==> config.mk <==
export PLATFORM = sky130hd
export DESIGN_NAME = puf_ascon_config_sequencer_flat
export DESIGN_NICKNAME = d
export VERILOG_FILES = /design/src/rtl/puf_ascon_cfg_pkg.sv /design/src/rtl/puf_ascon_config_sequencer_if.sv /design/src/rtl/puf_key_folder.sv /design/src/rtl/puf_ascon_config_sequencer.sv /design/src/flat_wrapper.sv
export SDC_FILE = /design/constraint.sdc
export NUM_CORES = 1
export LEC_CHECK = 0
export BUFFER_PORTS_ARGS = -buffer_cell sky130_fd_sc_hd__buf_2
export CAP_MARGIN = 20
export CORE_AREA = 2 2 407 409
export DETAILED_ROUTE_END_ITERATION = 16
export DIE_AREA = 0 0 409 411
export SKIP_CTS_REPAIR_TIMING = 1
export SYNTH_ARGS = -nofsm -noshare
export SYNTH_HDL_FRONTEND = slang
export SYNTH_HIERARCHICAL = 1
export SYNTH_SLANG_ARGS = --single-unit
==> constraint.sdc <==
create_clock -name clk -period 3.8 [get_ports clk]
set_input_delay 0.38 -clock clk [delete_from_list [all_inputs] [get_ports clk]]
set_output_delay 0.38 -clock clk [all_outputs]
set_load 0.03 [all_outputs]
==> src/rtl/puf_ascon_cfg_pkg.sv <==
// Shared types and helpers for the PUF-keyed ASCON config sequencer.
// Holds the FSM state encoding, the key/block widths and the key-fold rotate.
package puf_ascon_cfg_pkg;

  localparam int KEY_W = 128;
  localparam int BLK_W = 128;

  typedef enum logic [2:0] {
    IDLE,
    KEY,
    LOAD,
    ENC,
    WAIT,
    OUT,
    FIN,
    ERR
  } state_e;

  // Number of PUF words needed to fill a full key.
  function automatic int key_words(input int puf_w);
    return (KEY_W + puf_w - 1) / puf_w;
  endfunction

  function automatic logic [KEY_W-1:0] rotl(input logic [KEY_W-1:0] x, input int unsigned n);
    return (x << n) | (x >> (KEY_W - n));
  endfunction

endpackage

==> src/rtl/puf_ascon_config_sequencer_if.sv <==
// Encrypt-core handshake and ciphertext output stream of the config sequencer.
// master = sequencer side, slave = encrypt core plus downstream consumer.
interface puf_ascon_config_sequencer_if #(
  parameter int IDX_W = 2
);
  import puf_ascon_cfg_pkg::*;

  logic [KEY_W-1:0] enc_key;
  logic [BLK_W-1:0] enc_nonce;
  logic [BLK_W-1:0] enc_plain;
  logic             enc_start;
  logic             enc_done;
  logic [BLK_W-1:0] enc_ct;
  logic [BLK_W-1:0] enc_tag;

  logic [BLK_W-1:0] out_ct;
  logic [BLK_W-1:0] out_tag;
  logic [IDX_W-1:0] out_idx;
  logic             out_valid;
  logic             out_ready;

  modport master (
    output enc_key, enc_nonce, enc_plain, enc_start,
    input  enc_done, enc_ct, enc_tag,
    output out_ct, out_tag, out_idx, out_valid,
    input  out_ready
  );

  modport slave (
    input  enc_key, enc_nonce, enc_plain, enc_start,
    output enc_done, enc_ct, enc_tag,
    input  out_ct, out_tag, out_idx, out_valid,
    output out_ready
  );

endinterface

==> src/rtl/puf_key_folder.sv <==
// Folds a stream of PUF words into a 128-bit key by rotate-and-XOR.
// key_full_o flags the fold that completes the key, so the caller can move on that same cycle.
module puf_key_folder
  import puf_ascon_cfg_pkg::*;
#(
  parameter int PUF_W = 16
) (
  input  logic             clk,
  input  logic             rst_n,
  input  logic             clear_i,
  input  logic             fold_i,
  input  logic [PUF_W-1:0] word_i,
  output logic [KEY_W-1:0] key_o,
  output logic             key_full_o
);

  localparam int KEY_WORDS = key_words(PUF_W);
  localparam int CNT_W     = $clog2(KEY_WORDS + 1);

  logic [KEY_W-1:0] key_q;
  logic [CNT_W-1:0] cnt_q;

  always_ff @(posedge clk or negedge rst_n) begin
    if (!rst_n) begin
      key_q <= '0;
      cnt_q <= '0;
    end else if (clear_i) begin
      key_q <= '0;
      cnt_q <= '0;
    end else if (fold_i) begin
      key_q <= rotl(key_q, PUF_W) ^ KEY_W'(word_i);
      cnt_q <= cnt_q + 1'b1;
    end
  end

  assign key_o      = key_q;
  assign key_full_o = fold_i && (cnt_q == CNT_W'(KEY_WORDS - 1));

endmodule

==> src/rtl/puf_ascon_config_sequencer.sv <==
// Builds an ASCON key from the PUF, then encrypts NUM_BLK config blocks through an
// external core with per-block counter nonces and streams ciphertext/tag out.
module puf_ascon_config_sequencer
  import puf_ascon_cfg_pkg::*;
#(
  parameter int           PUF_W      = 16,
  parameter int           NUM_BLK    = 4,
  parameter logic [127:0] NONCE_BASE = 128'h0,
  parameter int           TIMEOUT    = 1024,
  localparam int          IDX_W      = (NUM_BLK > 1) ? $clog2(NUM_BLK) : 1
) (
  input  logic             clk,
  input  logic             rst_n,
  input  logic             start,
  input  logic             abort,
  input  logic [PUF_W-1:0] puf_response,
  input  logic             puf_valid,
  input  logic [BLK_W-1:0] cfg_data,
  input  logic             cfg_valid,
  output logic             cfg_ready,
  output logic             busy,
  output logic             done,
  output logic             error,
  puf_ascon_config_sequencer_if.master bus
);

  localparam int TMR_W = $clog2(TIMEOUT);

  state_e           state_q, state_d;
  logic [IDX_W-1:0] idx_q;
  logic [TMR_W-1:0] timer_q;
  logic [KEY_W-1:0] key, enc_key_q;
  logic [BLK_W-1:0] enc_nonce_q, enc_plain_q, out_ct_q, out_tag_q;
  logic             key_full, fold, zeroize;
  logic             busy_q, done_q, error_q, cfg_ready_q, enc_start_q, out_valid_q;
  logic             enc_active_d;

  assign fold    = (state_q == KEY) && puf_valid && !abort;
  assign zeroize = state_d inside {IDLE, FIN, ERR};

  puf_key_folder #(.PUF_W(PUF_W)) u_fold (
    .clk        (clk),
    .rst_n      (rst_n),
    .clear_i    (zeroize),
    .fold_i     (fold),
    .word_i     (puf_response),
    .key_o      (key),
    .key_full_o (key_full)
  );

  always_comb begin
    state_d = state_q;
    case (state_q)
      IDLE:    if (start) state_d = KEY;
      KEY:     if (key_full) state_d = LOAD;
      LOAD:    if (cfg_valid) state_d = ENC;
      ENC:     state_d = WAIT;
      WAIT: begin
        if (bus.enc_done) state_d = OUT;
        else if (timer_q == TMR_W'(TIMEOUT - 1)) state_d = ERR;
      end
      OUT:     if (bus.out_ready) state_d = (idx_q == IDX_W'(NUM_BLK - 1)) ? FIN : LOAD;
      FIN:     state_d = IDLE;
      ERR:     if (start) state_d = KEY;
      default: state_d = IDLE;
    endcase
    // Abort overrides every other event in the active states.
    if (abort && (state_q inside {KEY, LOAD, ENC, WAIT, OUT})) state_d = IDLE;
  end

  assign enc_active_d = state_d inside {ENC, WAIT};

  // Outputs are registered from the next state so they line up with state_q.
  always_ff @(posedge clk or negedge rst_n) begin
    if (!rst_n) begin
      state_q     <= IDLE;
      idx_q       <= '0;
      timer_q     <= '0;
      busy_q      <= 1'b0;
      done_q      <= 1'b0;
      error_q     <= 1'b0;
      cfg_ready_q <= 1'b0;
      enc_start_q <= 1'b0;
      out_valid_q <= 1'b0;
      enc_key_q   <= '0;
      enc_nonce_q <= '0;
      enc_plain_q <= '0;
      out_ct_q    <= '0;
      out_tag_q   <= '0;
    end else begin
      state_q     <= state_d;
      busy_q      <= state_d inside {KEY, LOAD, ENC, WAIT, OUT, FIN};
      done_q      <= (state_d == FIN);
      error_q     <= (state_d == ERR);
      cfg_ready_q <= (state_d == LOAD);
      enc_start_q <= (state_d == ENC);
      out_valid_q <= (state_d == OUT);

      if (state_q inside {IDLE, ERR}) idx_q <= '0;
      else if ((state_q == OUT) && (state_d == LOAD)) idx_q <= idx_q + 1'b1;

      // Timer reads 0 in ENC, so it equals cycles elapsed since enc_start.
      if (state_d == ENC) timer_q <= '0;
      else if (state_q inside {ENC, WAIT}) timer_q <= timer_q + 1'b1;

      enc_key_q   <= enc_active_d ? key : '0;
      enc_nonce_q <= enc_active_d ? (NONCE_BASE + KEY_W'(idx_q)) : '0;
      if ((state_q == LOAD) && (state_d == ENC)) enc_plain_q <= cfg_data;
      else if (!enc_active_d) enc_plain_q <= '0;

      if ((state_q == WAIT) && (state_d == OUT)) begin
        out_ct_q  <= bus.enc_ct;
        out_tag_q <= bus.enc_tag;
      end
    end
  end

  assign cfg_ready     = cfg_ready_q;
  assign busy          = busy_q;
  assign done          = done_q;
  assign error         = error_q;
  assign bus.enc_key   = enc_key_q;
  assign bus.enc_nonce = enc_nonce_q;
  assign bus.enc_plain = enc_plain_q;
  assign bus.enc_start = enc_start_q;
  assign bus.out_ct    = out_ct_q;
  assign bus.out_tag   = out_tag_q;
  assign bus.out_idx   = idx_q;
  assign bus.out_valid = out_valid_q;

endmodule

==> src/flat_wrapper.sv <==
// flat-port wrapper written by rule: the top's interface ports become plain ports
module puf_ascon_config_sequencer_flat import puf_ascon_cfg_pkg::*;
#(
  parameter int           PUF_W      = 16,
  parameter int           NUM_BLK    = 4,
  parameter logic [127:0] NONCE_BASE = 128'h0,
  parameter int           TIMEOUT    = 1024,
  localparam int          IDX_W      = (NUM_BLK > 1) ? $clog2(NUM_BLK) : 1
)
  (clk, rst_n, start, abort, puf_response, puf_valid, cfg_data, cfg_valid, cfg_ready, busy, done, error, bus_enc_key, bus_enc_nonce, bus_enc_plain, bus_enc_start, bus_enc_done, bus_enc_ct, bus_enc_tag, bus_out_ct, bus_out_tag, bus_out_idx, bus_out_valid, bus_out_ready);
  puf_ascon_config_sequencer_if #(.IDX_W(2)) bus_i ();
  input  logic clk;
  input  logic rst_n;
  input  logic start;
  input  logic abort;
  input  logic [PUF_W-1:0] puf_response;
  input  logic puf_valid;
  input  logic [BLK_W-1:0] cfg_data;
  input  logic cfg_valid;
  output logic cfg_ready;
  output logic busy;
  output logic done;
  output logic error;
  output wire logic [$bits(bus_i.enc_key)-1:0] bus_enc_key;
  output wire logic [$bits(bus_i.enc_nonce)-1:0] bus_enc_nonce;
  output wire logic [$bits(bus_i.enc_plain)-1:0] bus_enc_plain;
  output wire logic [$bits(bus_i.enc_start)-1:0] bus_enc_start;
  input wire logic [$bits(bus_i.enc_done)-1:0] bus_enc_done;
  input wire logic [$bits(bus_i.enc_ct)-1:0] bus_enc_ct;
  input wire logic [$bits(bus_i.enc_tag)-1:0] bus_enc_tag;
  output wire logic [$bits(bus_i.out_ct)-1:0] bus_out_ct;
  output wire logic [$bits(bus_i.out_tag)-1:0] bus_out_tag;
  output wire logic [$bits(bus_i.out_idx)-1:0] bus_out_idx;
  output wire logic [$bits(bus_i.out_valid)-1:0] bus_out_valid;
  input wire logic [$bits(bus_i.out_ready)-1:0] bus_out_ready;
  assign bus_enc_key = bus_i.enc_key;
  assign bus_enc_nonce = bus_i.enc_nonce;
  assign bus_enc_plain = bus_i.enc_plain;
  assign bus_enc_start = bus_i.enc_start;
  assign bus_i.enc_done = bus_enc_done;
  assign bus_i.enc_ct = bus_enc_ct;
  assign bus_i.enc_tag = bus_enc_tag;
  assign bus_out_ct = bus_i.out_ct;
  assign bus_out_tag = bus_i.out_tag;
  assign bus_out_idx = bus_i.out_idx;
  assign bus_out_valid = bus_i.out_valid;
  assign bus_i.out_ready = bus_out_ready;
  puf_ascon_config_sequencer #(.PUF_W(PUF_W), .NUM_BLK(NUM_BLK), .NONCE_BASE(NONCE_BASE), .TIMEOUT(TIMEOUT)) u_core (.clk(clk), .rst_n(rst_n), .start(start), .abort(abort), .puf_response(puf_response), .puf_valid(puf_valid), .cfg_data(cfg_data), .cfg_valid(cfg_valid), .cfg_ready(cfg_ready), .busy(busy), .done(done), .error(error), .bus(bus_i));
endmodule
==> results of run 1 <==
==> worst reg2reg max path: stages (launching register included) <==
cell	delay [ps]
dfrtp_1	380
nor2b_1	370
and3_4	260
and4b_1	210
nor4bb_1	310
inv_1	200
nand2_2	130
or4_4	520
buf_12	550
mux2_1	410
==> power by group through the flow <==
| stage | Clock (uW) | Combinational, uW | Sequential, uW |
|---|---|---|---|
| 6_report | 8420 | 1270 | 7190 |
| 5_1_grt | 9030 | 1370 | 7190 |
| 4_1_cts | 8730 | 918 | 7190 |
| 3_5_place_dp | 0 | 915 | 7320 |
| 3_3_place_gp | 0 | 907 | 7320 |
| 2_1_floorplan | 0 | 500 | 7290 |
==> how the worst min path moves through the flow <==
stage                         start                endpoint  slack [ps]  cells after the start
6_report            puf_response[9]  u_core/u_fold/key_o[9]          40                      3
5_1_grt             bus_enc_tag[48]  u_core/bus.out_tag[48]           9                      2
4_1_cts             bus_enc_ct[106]  u_core/bus.out_ct[106]        -190                      2
3_5_place_dp   u_core/bus.out_ct[7]    u_core/bus.out_ct[7]         480                      1
3_3_place_gp   u_core/bus.out_ct[3]    u_core/bus.out_ct[3]         470                      1
2_1_floorplan                 rst_n   u_core/bus.enc_key[0]          80                      0
==> per-stage QoR <==
step,total power (uW),worst slack [ps],area (um2)
6_report,16870,335.2,40440
5_1_grt,17590,114.1,40420
4_1_cts,16840,295.2,36470
3_5_place_dp,8232,339.1,33560
3_3_place_gp,8224,315.8,33560
2_1_floorplan,7791,652.6,27280
==> layer usage <==
| layer | up-vias | GRT usage |
|---|---|---|
| met5 | - | 0 |
| met4 | 10 | 0.04371 |
| met3 | 131 | 0.04071 |
| met2 | 783 | 0.1936 |
| met1 | 9724 | 0.1549 |
| li1 | 8622 | - |
==> logic make-up after synthesis <==
logic type / after synthesis
adders and majority gates: 3
buffers and inverters: 240
AOI/OAI and AO/OA: 164
and+or+nand+nor: 324
DFF: 667
other: 1
muxes: 375
xor gates and xnor gates: 24
==> cell type report <==
cell class	instances	area, um2
clock buffers	104	2256
flip-flops and latches	667	16690
well taps	2189	2739
inverters	5	18.77
diodes	13	32.53
multi-input cells	1016	8818
fillers	17089	123400
repair buffers	1375	9229
clock inverters	44	655.6
==> cell usage after synthesis (2+ instances only) <==
master and number:
buf_4 129, mux2_2 2, and4_1 3, a21oi_1 5, a22o_1 128, a211oi_1 11
or3_1 3, nor2b_1 2, xnor2_1 19, nand3b_1 4, buf_1 2, buf_6 31
and3_1 4, and4b_1 3, buf_2 40, nor3_1 2, nand4_1 4, nand3_1 6
xor2_1 5, mux2_4 240, and2_1 132, nand2_1 8, buf_8 11, nor2_1 145
o21ai_0 3, inv_2 2, mux2i_1 117, a211oi_2 5, ha_1 3, inv_1 3
mux2_1 16, o211ai_1 3, dfrtp_1 667, clkbuf_1 21
==> flip-flops by register name, indices dropped and copies added, names as in the netlist <==
signal                cells
u_core/bus.out_tag      128
u_core/done               1
u_core/bus.enc_nonce      2
u_core/bus.enc_plain    128
u_core/timer_q           10
u_core/u_fold/key_o     128
u_core/u_fold/cnt_q       4
u_core/bus.enc_start      1
u_core/bus.out_valid      1
u_core/bus.enc_key      128
u_core/busy               1
u_core/bus.out_ct       128
u_core/error              1
u_core/cfg_ready          1
u_core/state_q            3
u_core/bus.out_idx        2
==> results.json, run 1 <==
{
  "status": "finished clean",
  "layout_worst_path_cycle_share": 0.9118,
  "max-vdd-ir-drop_v": 0.0003641,
  "port_buffers": 929,
  "wl_met2_um": 53660,
  "synthToLayoutAreaGrowth_pct": 50.81,
  "critPathMaxStageDelay_ps": 520,
  "synth_xor_area_frac": 0.007839,
  "ff2ff_setup_slack_ps": 340,
  "finalHoldViolCount": 0,
  "slew_headroom": 0.2971,
  "worst_slew_pin_slew_ps": 1054,
  "fin_worst_skew_ps": 55.73,
  "clkTransAtPathRegs_ps": 60,
  "clock_sinks": 667,
  "end_kind": "register",
  "synth_top_area_cell": "dfrtp_1",
  "synth_cells": 1798,
  "final_common_cell": "buf_2",
  "clock_latency_ps": 700,
  "rsz0062_at_grt": "no",
  "ios": 1056,
  "crit_family": "simple AND/OR/NAND/NOR gates",
  "syn-cell-area_um2": 26820,
  "pwr-share-seq": 0.426,
  "ys_warn_count": 6,
  "die-area_um2": 168100,
  "endpoint": "u_core/bus.out_ct[10]",
  "dr.first_iter.drc_count": 1136,
  "gp_congestion": 0.7952,
  "ys_seq_elements": 667,
  "cp_max_fo": 58,
  "ys_async_sr_fraction": 1.000,
  "wl_met1_um": 46290,
  "routed_wl_um": 112100,
  "worstPathArrival_ps": 4010,
  "yosysUniqueCellTypes": 53,
  "swShare": 0.2461,
  "path_class": "register to register",
  "p_sw_uw": 4153,
  "highest_layer": "met5",
  "rr_endpoint": "u_core/bus.out_ct[10]",
  "synth-adder-area-share": 0.001400,
  "synth-seq-area-share": 0.6224,
  "root_buffer": "clkbuf_16",
  "remaining_drc_errors": 0,
  "period_needed_ps": 3465,
  "grt_antenna_before_repair": 24,
  "avgViaCountPerCell": 3.560,
  "drv_cap": 0,
  "p_comb_frac": 0.075,
  "track_usage": 0.1223,
  "setup_viol": 0,
  "slew_violations": 0,
  "worst_ep_required_time_ps": 4340,
  "cts_buffers": 82,
  "intPower_uw": 12720,
  "layout_common_cells": "928 x buf_2, 667 x dfrtp_1, 393 x dlygate4sd3_1",
  "drt-pass1-iter-count": 5,
  "cp_num_buf_inv": 2,
  "core_um2": 163900,
  "synth_edf_count": 0,
  "instances_no_fill": 5413,
  "critical_path_depth": 9,
  "globalRouteOverflowTotal": 0,
  "synth_mux_area_frac": 0.1856,
  "ys.flop_type": "dfrtp_1",
  "synth_area_per_cell_um2": 14.91,
  "final.setup.tns_ps": 0,
  "vias": 19270,
  "leakage_uw": 0.02161,
  "ys_top_cells_by_area": "dfrtp_1 62%, mux2_4 13%, mux2i_1 4.4%",
  "numPlacedInstances": 4859,
  "final_core_util": 0.2468,
  "row_count": 149,
  "die_h_um": 411,
  "htree_levels": 3,
  "clock_path_buffers": 3,
  "synth-simple-area-share": 0.06252,
  "grt_pass1_vias": 17975,
  "layout-drive-gt1-share": 0.4298,
  "fmax_mhz": 288.6,
  "hold_path_class": "input pin to register",
  "design.final.nets": 3558,
  "critPathLaunchType": "register",
  "synth.top_cell.area_share": 0.6224,
  "crit_chain": "nor2b_1, and3_4, and4b_1, nor4bb_1, inv_1, nand2_2, or4_4, buf_12, mux2_1",
  "p_per_area_nw_per_um2": 417.2,
  "crit_path_top_delay_cell": "or4_4",
  "clockPowerShare": 0.499,
  "fin_hold_ws_ps": 39.53,
  "start_util": 0.1636,
  "wl_met3_um": 9042,
  "wl_per_cell_um": 20.71,
  "crit_start": "u_core/state_q[1]",
  "synth_top_family_by_area": "multiplexers",
  "synth_compound_area_frac": 0.05263,
  "hpwlAfterDp_um": 85250,
  "r2r_cells": 9,
  "timing.rr.start": "u_core/state_q[1]",
  "dieWidth_um": 409,
  "grt_pass1_wl_um": 144200,
  "ant_nets": 0,
  "grt_max_degree": 140,
  "cts_tree": "yes"
}
No activity file was read; power rests on OpenSTA's default activity.
==> run 2: changes to the inputs <==
--- a/config.mk
+++ b/config.mk
@@ -5,11 +5,11 @@
 export SDC_FILE = /design/constraint.sdc
 export NUM_CORES = 1
 export LEC_CHECK = 0
-export BUFFER_PORTS_ARGS = -buffer_cell sky130_fd_sc_hd__buf_2
 export CAP_MARGIN = 20
 export CORE_AREA = 2 2 407 409
 export DETAILED_ROUTE_END_ITERATION = 16
 export DIE_AREA = 0 0 409 411
+export DONT_BUFFER_PORTS = 1
 export SKIP_CTS_REPAIR_TIMING = 1
 export SYNTH_ARGS = -nofsm -noshare
 export SYNTH_HDL_FRONTEND = slang
==> run 2 against run 1 <==
Net effect: power fell by 2.5%; combinational power fell by 18%; routed wire length fell by 4.7%.
==> results.json, run 2 (synthesis results as in run 1) <==
{
  "dieWidth_um": 409,
  "cp_max_fo": 50,
  "drv_cap": 0,
  "remaining_drc_errors": 0,
  "die_h_um": 411,
  "endpoint": "u_core/bus.out_tag[127]",
  "worstPathArrival_ps": 4050,
  "layout_worst_path_cycle_share": 0.9200,
  "grt_pass1_wl_um": 133700,
  "place_area_um2": 28640,
  "p_per_area_nw_per_um2": 461.0,
  "grt_pass1_vias": 14329,
  "rsz0062_at_grt": "no",
  "slew_headroom": 0.2776,
  "final_cell_area_um2": 35670,
  "dr.first_iter.drc_count": 1271,
  "cts_buffers": 80,
  "ff2ff_setup_slack_ps": 300,
  "vias": 15950,
  "path_class": "register to register",
  "avgViaCountPerCell": 3.562,
  "status": "finished clean",
  "worst_slew_pin_slew_ps": 1084,
  "clock_path_buffers": 3,
  "grt_antenna_before_repair": 40,
  "design.final.nets": 2615,
  "core_um2": 163900,
  "layout_common_cells": "667 x dfrtp_1, 402 x dlygate4sd3_1, 240 x mux2_4",
  "setup_viol": 0,
  "finalHoldViolCount": 0,
  "worst_ep_required_time_ps": 4360,
  "port_buffers": 0,
  "multi_input_area_um2": 8818,
  "fmax_mhz": 286.0,
  "synthToLayoutAreaGrowth_pct": 33.01,
  "globalRouteOverflowTotal": 0,
  "hold_path_class": "input pin to register",
  "final_common_cell": "dfrtp_1",
  "slew_violations": 0,
  "clock_latency_ps": 720,
  "layout-drive-gt1-share": 0.1903,
  "leakage_uw": 0.01696,
  "rr_endpoint": "u_core/bus.out_tag[127]",
  "fillers": 17178,
  "register_area_um2": 16690,
  "grt_max_degree": 668,
  "htree_levels": 3,
  "setup_ws_ps": 304.0,
  "pre_cts_ws_ps": 378.7,
  "start_util": 0.1636,
  "clkTransAtPathRegs_ps": 60,
  "die-area_um2": 168100,
  "timing.rr.start": "u_core/state_q[0]",
  "clock_sinks": 667,
  "gp_congestion": 0.7844,
  "row_count": 149,
  "cts_tree": "yes",
  "max-vdd-ir-drop_v": 0.0003402,
  "crit_start": "u_core/state_q[0]",
  "final.setup.tns_ps": 0,
  "root_buffer": "clkbuf_16",
  "ant_nets": 0,
  "fin_worst_skew_ps": 46.05,
  "ios": 1056,
  "period_needed_ps": 3496,
  "r2r_cells": 9,
  "end_kind": "register",
  "drt-pass1-iter-count": 5,
  "hpwlAfterDp_um": 79320,
  "critPathLaunchType": "register",
  "final_core_util": 0.2177,
  "wl_per_cell_um": 23.86,
  "track_usage": 0.1168,
  "routed_wl_um": 106800
}
## run 2: cell types whose count changed in the layout (fill, tap and decap cells not counted), sizes merged, moves of 5 or more
| cell | previous run | this run |
|---|---|---|
| diode | 13 | 19 |
| dlygate4sd3 | 393 | 402 |
| bufinv | 11 | 6 |
| clkinv | 22 | 16 |
| buf | 982 | 32 |
| clkinvlp | 4 | 10 |
## run 2: per-layer routing
| layer | vias to the layer above | wire (um) | GRT usage |
|---|---|---|---|
| met5 | - | 161 | 0 |
| met4 | 24 | 2350 | 0.03824 |
| met3 | 151 | 9436 | 0.05065 |
| met2 | 760 | 51910 | 0.1882 |
| met1 | 8245 | 42970 | 0.1391 |
| li1 | 6770 | - | - |
## run 2: worst min path at each step
stage / start / endpoint / slack (ps) / cells past startpoint
final: bus_out_ready / u_core/state_q[2] / 50 / 3
after global routing: bus_out_ready / u_core/state_q[2] / -2 / 3
after CTS: rst_n / u_core/u_fold/key_o[120] / -730 / 0
after detailed placement: rst_n / u_core/bus.enc_key[66] / 90 / 0
after global placement: rst_n / u_core/bus.enc_key[82] / 100 / 0
after floorplan: rst_n / u_core/bus.enc_key[0] / 80 / 0
## run 2: layout make-up
cell class                      count  area share
Inverter                            5   0.0005262
Clock inverter                     40     0.01537
Antenna cell                       19    0.001333
Multi-Input combinational cell   1016      0.2472
Timing Repair Buffer              434      0.1264
Tap cell                         2189     0.07679
Clock buffer                      108     0.06441
Sequential cell                   667      0.4680
## run 2: power by group
part	switching [uW]	total [uW]	internal, uW	leakage, uW
registers	65.7	7200	7140	0.00926
logic	621	1040	418	0.00635
clock network	3460	8200	4740	0.00136
## run 2: metrics by stage
stage,hold WS [ps],power (uW),std cells
after CTS,-729.7,16190,4053
after global routing,-2.401,17110,4469
after global placement,96.35,7800,3905
after detailed placement,95.00,7805,3905
final,50.88,16440,4478
after floorplan,84.41,7791,1923
## run 2: critical path, cell delays in order, from the launching register on
cell	delay (ps)
dfrtp_1	590
nor2b_1	250
and3_4	200
and4b_1	200
nor4bb_1	370
inv_1	210
nand2_2	150
or4_4	480
buf_12	380
mux2_1	380
